[src/rtl/mem_seq.sv]
// mem_seq: byte-serial big-endian load/store sequencer in front of an 8-bit
// simple dual-port RAM with a registered (1-cycle) read port.
module mem_seq #(
    parameter int addr_width = 9
) (
    input  logic                  clk,
    input  logic                  reset,
    input  logic                  req_valid,
    output logic                  req_ready,
    input  logic                  req_write,
    input  logic [1:0]            req_size,
    input  logic [addr_width-1:0] req_addr,
    input  logic [31:0]           req_wdata,
    output logic                  rsp_valid,
    output logic [31:0]           rsp_rdata,
    output logic [addr_width-1:0] ram_waddr,
    output logic [7:0]            ram_din,
    output logic                  ram_we,
    output logic [addr_width-1:0] ram_raddr,
    input  logic [7:0]            ram_dout
);
    typedef enum logic [1:0] {IDLE, WRITE, READ, DONE} state_t;
    state_t state;
    logic [addr_width-1:0] addr;
    logic [31:0] wdata, acc, acc_next;
    logic [2:0] n, k, req_n;

    // Byte idx of an n-byte big-endian value: idx 0 is the most significant.
    function automatic logic [7:0] byte_of(input logic [31:0] d, input logic [2:0] cnt, input logic [2:0] idx);
        logic [31:0] s;
        s = d >> {cnt - idx - 3'd1, 3'b000};
        return s[7:0];
    endfunction

    assign req_n = req_size == 2'd0 ? 3'd1 : req_size == 2'd1 ? 3'd2 : 3'd4;
    assign req_ready = state == IDLE;
    assign acc_next = {acc[23:0], ram_dout};

    always_ff @(posedge clk) begin
        if (reset) begin
            state     <= IDLE;
            rsp_valid <= 1'b0;
            rsp_rdata <= '0;
            ram_we    <= 1'b0;
            ram_waddr <= '0;
            ram_din   <= '0;
            ram_raddr <= '0;
            addr      <= '0;
            wdata     <= '0;
            acc       <= '0;
            n         <= '0;
            k         <= '0;
        end else begin
            case (state)
                IDLE: if (req_valid) begin
                    addr  <= req_addr;
                    wdata <= req_wdata;
                    n     <= req_n;
                    k     <= 3'd1;
                    acc   <= '0;
                    // Byte 0 is presented at acceptance so the RAM sees it in cycle T+1.
                    if (req_write) begin
                        state     <= WRITE;
                        ram_we    <= 1'b1;
                        ram_waddr <= req_addr;
                        ram_din   <= byte_of(req_wdata, req_n, 3'd0);
                    end else begin
                        state     <= READ;
                        ram_raddr <= req_addr;
                    end
                end
                WRITE: if (k == n) begin
                    ram_we    <= 1'b0;
                    rsp_valid <= 1'b1;
                    state     <= DONE;
                end else begin
                    ram_waddr <= addr + addr_width'(k);
                    ram_din   <= byte_of(wdata, n, k);
                    k         <= k + 3'd1;
                end
                READ: begin
                    // ram_dout carries byte k-2 while k counts addresses issued.
                    if (k >= 3'd2) acc <= acc_next;
                    if (k < n) ram_raddr <= addr + addr_width'(k);
                    k <= k + 3'd1;
                    if (k == n + 3'd1) begin
                        rsp_rdata <= acc_next;
                        rsp_valid <= 1'b1;
                        state     <= DONE;
                    end
                end
                default: begin
                    rsp_valid <= 1'b0;
                    state     <= IDLE;
                end
            endcase
        end
    end
endmodule
[config.mk]
export PLATFORM = sky130hd
export DESIGN_NAME = mem_seq
export DESIGN_NICKNAME = d
export VERILOG_FILES = /design/src/rtl/mem_seq.sv
export SDC_FILE = /design/constraint.sdc
export NUM_CORES = 1
export LEC_CHECK = 0
export BUFFER_PORTS_ARGS = -buffer_cell sky130_fd_sc_hd__buf_4
export CAP_MARGIN = 20
export CORE_ASPECT_RATIO = 0.5
export CORE_UTILIZATION = 45
export CTS_CLUSTER_DIAMETER = 50
export DETAILED_ROUTE_END_ITERATION = 7
export PLACE_DENSITY = 0.67
export SYNTH_ARGS = -nofsm -noshare
export SYNTH_HDL_FRONTEND = slang
export SYNTH_SLANG_ARGS = --single-unit
[constraint.sdc]
create_clock -name clk -period 2.4 [get_ports clk]
set_input_delay 0.48 -clock clk [delete_from_list [all_inputs] [get_ports clk]]
set_output_delay 0.48 -clock clk [all_outputs]
set_load 0.01 [all_outputs]
==> reports/qor.tcl, run 1 <==
set qor(outcome) {complete, no violations}
set qor(postSynthRegisterBits) 133
set qor(clock_tree_from_tritoncts) {done}
set qor(vias) 5201
set qor(placed_cells_incl_taps) 961
set qor(die_span_x_um) 162.9
set qor(mostFrequentLayoutCells) {sky130_fd_sc_hd__nand2_1, sky130_fd_sc_hd__dfxtp_1, sky130_fd_sc_hd__buf_4, sky130_fd_sc_hd__a21oi_1, sky130_fd_sc_hd__nand3_1}
set qor(setup_slack_ps) 177.2
set qor(rsz0062_at_grt) {false}
set qor(global_route_met3_usage_pct) 5.145
set qor(detailedRoute.firstIterationViolations) 395
set qor(synth_enable_flop_cells) 0
set qor(synth_warnings) 0
set qor(area_growth_syn_to_layout_pct) 27.62
set qor(fillers) 1121
set qor(synthesis.area_um2) 5822
set qor(p_per_area_nw_per_um2) 1118
set qor(drt_pre_antenna_iters) 5
set qor(antenna-diode-count) 0
set qor(layout-drive-gt1-share_pct) 21.19
set qor(grt_remaining_overflow) 0
set qor(synthCells) 718
set qor(clk_slew_on_worst_s_h_paths_ps) 60
set qor(post_cts.repair.setup_buffers) 0
set qor(final_antenna_net_count) 0
set qor(netSwitchingFraction_pct) 35.02
set qor(wirelength_um) 15000
set qor(crit_path_end_kind) {flop}
set qor(grt_pass1_vias) 4925
set qor(post_synth.cell_area_avg_um2) 8.108
set qor(grt_antenna_before_repair) 0
set qor(post_cts_resize_count) 0
set qor(drv_cap) 0
set qor(setup_viol) 0
set qor(mostFrequentLayoutCell) {sky130_fd_sc_hd__nand2_1}
set qor(worst_setup_start_kind) {flop}
set qor(timing.setup.tns_ps) 0
set qor(layout.cells.non_filler) 991
set qor(total_internal_power_uw) 5398
set qor(start_util_pct) 47.75
set qor(worst-slew-pin-transition_ps) 806.4
set qor(synth_async_sr_flop_share_pct) 0
set qor(hold_path.class) {primary input to flop}
set qor(power.switching_uw) 2909
set qor(cpLargestDelayFamily) {compound AO/OA/AOI/OAI gates}
set qor(worstPathRequired_ps) 2740
set qor(nets) 885
set qor(clock-skew-final_ps) 8.373
set qor(top_usage_layer) {met2}
set qor(power.ir.vdd_worst_mv) 0.4927
set qor(routability_congestion_estimate_from_global_placement) 0.8182
set qor(critical_path.max_fanout) 7
set qor(htree_num_levels) 4
set qor(cpMaxStageDelayCell) {sky130_fd_sc_hd__dfxtp_1}
set qor(grt_usage_pct) 22.99
set qor(clock_power_share_pct) 31.9
set qor(buffer_ports.inserted) 115
set qor(slew_headroom_pct) 46.24
set qor(dominantRegCellSynth) {sky130_fd_sc_hd__dfxtp_1}
set qor(finalMaxSlewViolations) 0
set qor(grt_use_met1_pct) 29.84
set qor(wire_per_inst_um) 15.14
set qor(worstPathBufferInverterCount) 1
set qor(worst_setup_path_type) {flop to flop}
set qor(synth.net_count) 788
set qor(cts_made_buffers) 17
set qor(place_worst_setup_slack_ps) 226.8
set qor(yosysUniqueCellTypes) 42
set qor(clkSinkCount) 133
set qor(crit_arrival_ps) 2560
set qor(worstSkewPairLatency_ps) 410
set qor(detailedPlacementHpwl_um) 9705
set qor(final_period_utilization_pct) 92.62
set qor(max_stage_delay_ps) 480
set qor(static-leakage-power_uw) 0.002958
set qor(via_per_inst) 5.248
set qor(power.combinational.fraction_pct) 34.4
set qor(fp.dieArea_um2) 13420
set qor(cts-root-buf) {sky130_fd_sc_hd__clkbuf_16}
set qor(cts_hold_repair.buffers) 0
set qor(yosysSeqAreaShare_pct) 45.73
set qor(final.min_clock_period_ps) 2223
set qor(die_h_um) 82.43
set qor(clock_buffer_depth) 2
set qor(crit_chain) {inv_1 -> fa_1 -> nor2b_1 -> o21ai_0 -> xor2_1 -> a211o_1 -> a21oi_1}
set qor(power.share.sequential_pct) 33.6
set qor(global_route_wire_length_before_repair_um) 23970
set qor(pin_count) 116
set qor(fp-row-count) 28
set qor(finalHoldViolations) 0
set qor(core_area_um2) 12190
set qor(drc) 0
set qor(clock.fmax_ghz) 0.4499
set qor(met2_demand_to_capacity_share_in_global_routing_pct) 38.85
set qor(maximum_number_of_pins_on_one_net_before_global_route_repair) 68
-- Yosys cell counts, types with 2 or more instances --
library cell                 n  share of area (%)
sky130_fd_sc_hd__nand4_1     3               0.32
sky130_fd_sc_hd__and2_1      2               0.21
sky130_fd_sc_hd__mux2i_1    14                2.4
sky130_fd_sc_hd__clkbuf_1   41                2.6
sky130_fd_sc_hd__o21ai_0    15                1.3
sky130_fd_sc_hd__buf_2      10               0.86
sky130_fd_sc_hd__mux4_2      8                3.1
sky130_fd_sc_hd__a211o_1     9                1.4
sky130_fd_sc_hd__xor2_1      6               0.90
sky130_fd_sc_hd__dfxtp_1   133                 46
sky130_fd_sc_hd__xnor2_1     3               0.45
sky130_fd_sc_hd__nand2b_1    3               0.32
sky130_fd_sc_hd__fa_1        2               0.69
sky130_fd_sc_hd__nor2b_1     4               0.43
sky130_fd_sc_hd__nand3b_1    5               0.64
sky130_fd_sc_hd__inv_1      13               0.84
sky130_fd_sc_hd__nand3_1    36                3.1
sky130_fd_sc_hd__ha_1       13                2.8
sky130_fd_sc_hd__buf_6       3               0.58
sky130_fd_sc_hd__nand2_1   208                 13
sky130_fd_sc_hd__a311oi_1    8                1.2
sky130_fd_sc_hd__nor2_1     31                2.0
sky130_fd_sc_hd__o211ai_1    2               0.26
sky130_fd_sc_hd__mux2_2      2               0.39
sky130_fd_sc_hd__and3_1      2               0.21
sky130_fd_sc_hd__a21oi_1   122                 10
sky130_fd_sc_hd__o41ai_1     2               0.30
sky130_fd_sc_hd__a211oi_1    4               0.52
-- layer usage --
metal | part of all wire [%] | up-vias | wire length (um)
met2 | 48 | 120 | 7163
met1 | 47 | 2443 | 6994
met5 | 0 | - | 0
met4 | 0.49 | 0 | 74
li1 | - | 2631 | -
met3 | 5.2 | 7 | 773
-- layout make-up --
cell class | count | area [um^2] | share of cell area, %
Timing Repair Buffer | 132 | 1028 | 13.84
Multi-Input combinational cell | 518 | 2884 | 38.82
Inverter | 13 | 48.80 | 0.6568
Clock buffer | 22 | 474.2 | 6.383
Tap cell | 165 | 206.4 | 2.779
Sequential cell | 133 | 2663 | 35.84
Clock inverter | 8 | 125.1 | 1.684
-- registers in the layout, summed over array words and instances (netlist names) --
register / cells
rsp_valid: 1
ram_raddr: 9
n: 3
state: 2
ram_din: 8
ram_we: 1
wdata: 32
rsp_rdata: 32
k: 3
addr: 9
ram_waddr: 9
acc: 24
-- worst reg2reg max path, cell delays in order (launching register included) --
cell and delay, ps:
sky130_fd_sc_hd__dfxtp_1 480, sky130_fd_sc_hd__inv_1 150, sky130_fd_sc_hd__fa_1 460, sky130_fd_sc_hd__nor2b_1 280, sky130_fd_sc_hd__o21ai_0 160, sky130_fd_sc_hd__xor2_1 180, sky130_fd_sc_hd__a211o_1 310, sky130_fd_sc_hd__a21oi_1 130
-- worst paths after layout --
| path | startpoint | endpoint | slack [ps] | depth (start not counted) |
|---|---|---|---|---|
| setup / recovery | k[1] | ram_waddr[6] | 180 | 7 |
| hold reg to reg | ram_waddr[8] | ram_waddr[8] | 450 | 2 |
| hold / removal | req_wdata[20] | wdata[20] | 310 | 3 |
| setup reg to reg | k[1] | ram_waddr[6] | 180 | 7 |
-- per-stage QoR --
| stage | cell area (um^2) | utilization (%) | total power (uW) | hold slack (ps) |
|---|---|---|---|---|
| CTS | 7430 | 60.94 | 8364 | 304.4 |
| global placement | 6830 | 56.02 | 5651 | 439.1 |
| floorplan | 5822 | - | 4685 | 432.1 |
| detailed placement | 6830 | 56.02 | 5698 | 443.3 |
| finish | 7430 | 60.94 | 8307 | 313.5 |
| global route | 7430 | 60.94 | 8776 | 311.4 |
-- logic make-up (layout without fill, tap and decap cells) --
family | after synthesis | count (layout) | synth area share, %
buf+inv | 67 | 175 | 4.922
mux | 24 | 24 | 5.889
xor+xnor | 10 | 10 | 1.762
simple gates | 299 | 299 | 21.36
fa+ha+maj | 15 | 15 | 3.482
compound gates | 170 | 170 | 16.85
flops | 133 | 133 | 45.73
-- power by group through the flow --
stage,clock [uW],combinational (uW),sequential (uW)
5_1_grt,2780,3170,2830
6_report,2650,2860,2790
3_3_place_gp,0,2820,2830
2_1_floorplan,0,1830,2860
4_1_cts,2680,2890,2790
3_5_place_dp,0,2870,2830
Power figures use the tool's default switching activity.
==> run 2: changes to the inputs <==
Clock period 2.4 ns to 2.2 ns, I/O delays scaled along.
==> run 2 against run 1 <==
  * Clock power grew 5%
  * Utilization grew 0.50 points
  * Highest routed layer unchanged
  * Critical path type unchanged
  * Total power grew 9.0%
  * Die area is the same
  * Largest cell class unchanged
==> reports/qor.tcl, run 2 (same netlist as run 1, synthesis figures left out) <==
set qor(clock_tree_from_tritoncts) {done}
set qor(finalHoldViolations) 0
set qor(fp-row-count) 28
set qor(netSwitchingFraction_pct) 35.85
set qor(wirelength_um) 14660
set qor(die_span_x_um) 162.9
set qor(detailedPlacementHpwl_um) 9720
set qor(fillers) 1137
set qor(pin_count) 116
set qor(final_antenna_net_count) 0
set qor(layout-drive-gt1-share_pct) 22.33
set qor(wire_per_inst_um) 14.69
set qor(worstSkewPairLatency_ps) 420
set qor(critical_path.max_fanout) 32
set qor(cts-root-buf) {sky130_fd_sc_hd__clkbuf_16}
set qor(hold_path.class) {primary input to flop}
set qor(worstHoldStart) {req_wdata[17]}
set qor(start_util_pct) 47.75
set qor(routability_congestion_estimate_from_global_placement) 0.7988
set qor(cp-startpoint) {k[2]}
set qor(crit_arrival_ps) 2380
set qor(worst_setup_path_type) {flop to flop}
set qor(power.switching_uw) 3246
set qor(global_route_wire_length_before_repair_um) 23270
set qor(layout.cells.non_filler) 998
set qor(nets) 890
set qor(r2r_start) {k[2]}
set qor(mostFrequentLayoutCell) {sky130_fd_sc_hd__nand2_1}
set qor(reg2reg_slack_ps) 100
set qor(finalMaxSlewViolations) 0
set qor(worst_setup_start_kind) {flop}
set qor(power.share.sequential_pct) 33.6
set qor(worstPathRequired_ps) 2480
set qor(power.combinational.fraction_pct) 35.8
set qor(rsz0062_at_grt) {false}
set qor(htree_num_levels) 4
set qor(slew_headroom_pct) 64.44
set qor(drv_cap) 0
set qor(setup_viol) 0
set qor(vias) 5326
set qor(grt_pass1_vias) 4841
set qor(static-leakage-power_uw) 0.002982
set qor(drt_pre_antenna_iters) 4
set qor(grt_usage_pct) 22.59
set qor(buffer_ports.inserted) 115
set qor(total_internal_power_uw) 5807
set qor(clock.fmax_ghz) 0.4756
set qor(via_per_inst) 5.337
set qor(drc) 0
set qor(maximum_number_of_pins_on_one_net_before_global_route_repair) 55
set qor(core_area_um2) 12190
set qor(cts_hold_repair.buffers) 0
set qor(crit_path_end_kind) {flop}
set qor(cpMaxStageDelayCell) {sky130_fd_sc_hd__xor3_1}
set qor(clk_slew_on_worst_s_h_paths_ps) 60
set qor(worstPathBufferInverterCount) 1
set qor(grt_remaining_overflow) 0
set qor(antenna-diode-count) 0
set qor(final_period_utilization_pct) 95.57
set qor(clkSinkCount) 133
set qor(timing.setup.tns_ps) 0
set qor(die_h_um) 82.43
set qor(layout_top_registers) {rsp_rdata: 32 flops, wdata: 32 flops, acc: 24 flops}
set qor(cts_made_buffers) 17
set qor(detailedRoute.firstIterationViolations) 340
set qor(outcome) {complete, no violations}
set qor(crit_chain) {xor3_1 -> or4_1 -> buf_4 -> nand2_1 -> a21oi_1}
set qor(clock_buffer_depth) 2
set qor(p_per_area_nw_per_um2) 1209
set qor(mostFrequentLayoutCells) {sky130_fd_sc_hd__nand2_1, sky130_fd_sc_hd__dfxtp_1, sky130_fd_sc_hd__buf_4, sky130_fd_sc_hd__a21oi_1, sky130_fd_sc_hd__nand3_1}
set qor(clock_power_share_pct) 30.7
set qor(area_growth_syn_to_layout_pct) 28.67
set qor(worst-slew-pin-transition_ps) 531.6
set qor(cpLargestDelayFamily) {simple AND/OR/NAND/NOR gates}
set qor(placed_cells_incl_taps) 966
set qor(final.min_clock_period_ps) 2103
set qor(max_stage_delay_ps) 560
set qor(power.ir.vdd_worst_mv) 0.6673
set qor(grt_antenna_before_repair) 0
set qor(fp.dieArea_um2) 13420
set qor(clock-skew-final_ps) 9.015
[run 2: cell types whose count changed in the layout (fill, tap and decap cells not counted), moves of 2 or more]
cell | before | now
sky130_fd_sc_hd__buf_12 | 3 | 6
sky130_fd_sc_hd__buf_4 | 129 | 131
sky130_fd_sc_hd__clkbuf_8 | 3 | 0
sky130_fd_sc_hd__clkinv_4 | 2 | 4
sky130_fd_sc_hd__inv_6 | 0 | 3
[run 2: layer usage]
| layer | vias up | global-route usage (%) | share of wire (%) |
|---|---|---|---|
| met5 | - | 0 | 0 |
| met4 | 0 | 8.785 | 1.5 |
| met3 | 17 | 5.045 | 6.3 |
| met2 | 164 | 37.28 | 46 |
| met1 | 2500 | 29.19 | 46 |
| li1 | 2645 | - | - |
[run 2: path summary, 6_finish.rpt]
check | to | depth (start not counted)
worst max-delay path | rsp_rdata[24] | 5
worst min-delay path | wdata[17] | 3
worst max register to register | rsp_rdata[24] | 5
worst min register to register | acc[23] | 2
[run 2: what timing repair did]
| item | CTS | global route |
|---|---|---|
| gates resized for setup | 0 | 3 |
| setup endpoints to repair | 0 | 13 |
| buffers inserted | 0 | 0 |
[run 2: cell type report]
| cell class | count | area [um^2] | area share [%] |
|---|---|---|---|
| Sequential cell | 133 | 2664 | 35.56 |
| Inverter | 13 | 48.80 | 0.6514 |
| Clock inverter | 14 | 151.4 | 2.021 |
| Tap cell | 165 | 206.4 | 2.756 |
| Timing Repair Buffer | 137 | 1104 | 14.73 |
| Clock buffer | 18 | 429.2 | 5.729 |
| Multi-Input combinational cell | 518 | 2888 | 38.55 |
[run 2: tightest hold or removal path, delay by kind of cell]
kind            cells  cell delay [ps]
buf+inv             1              110
simple gates        1               50
compound gates      1               50
[run 2: per-stage QoR]
stage	utilization [%]	hold WS, ps	instance area (um^2)	power (uW)	worst slack (ps)
CTS	61.40	256.7	7486	9111	78.48
floorplan	-	432.1	5822	5111	202.5
global placement	56.64	439.3	6905	6277	158.4
detailed placement	56.64	445.4	6905	6315	88.68
finish	61.44	270.5	7491	9053	97.39
global route	61.44	258.9	7491	9594	11.28
[run 2: power by group through the flow]
| stage | combinational, uW | clock, uW | sequential (uW) |
|---|---|---|---|
| floorplan | 1990 | 0 | 3120 |
| global placement | 3200 | 0 | 3070 |
| detailed placement | 3230 | 0 | 3090 |
| CTS | 3250 | 2820 | 3040 |
| global route | 3580 | 2930 | 3080 |
| finish | 3240 | 2780 | 3040 |
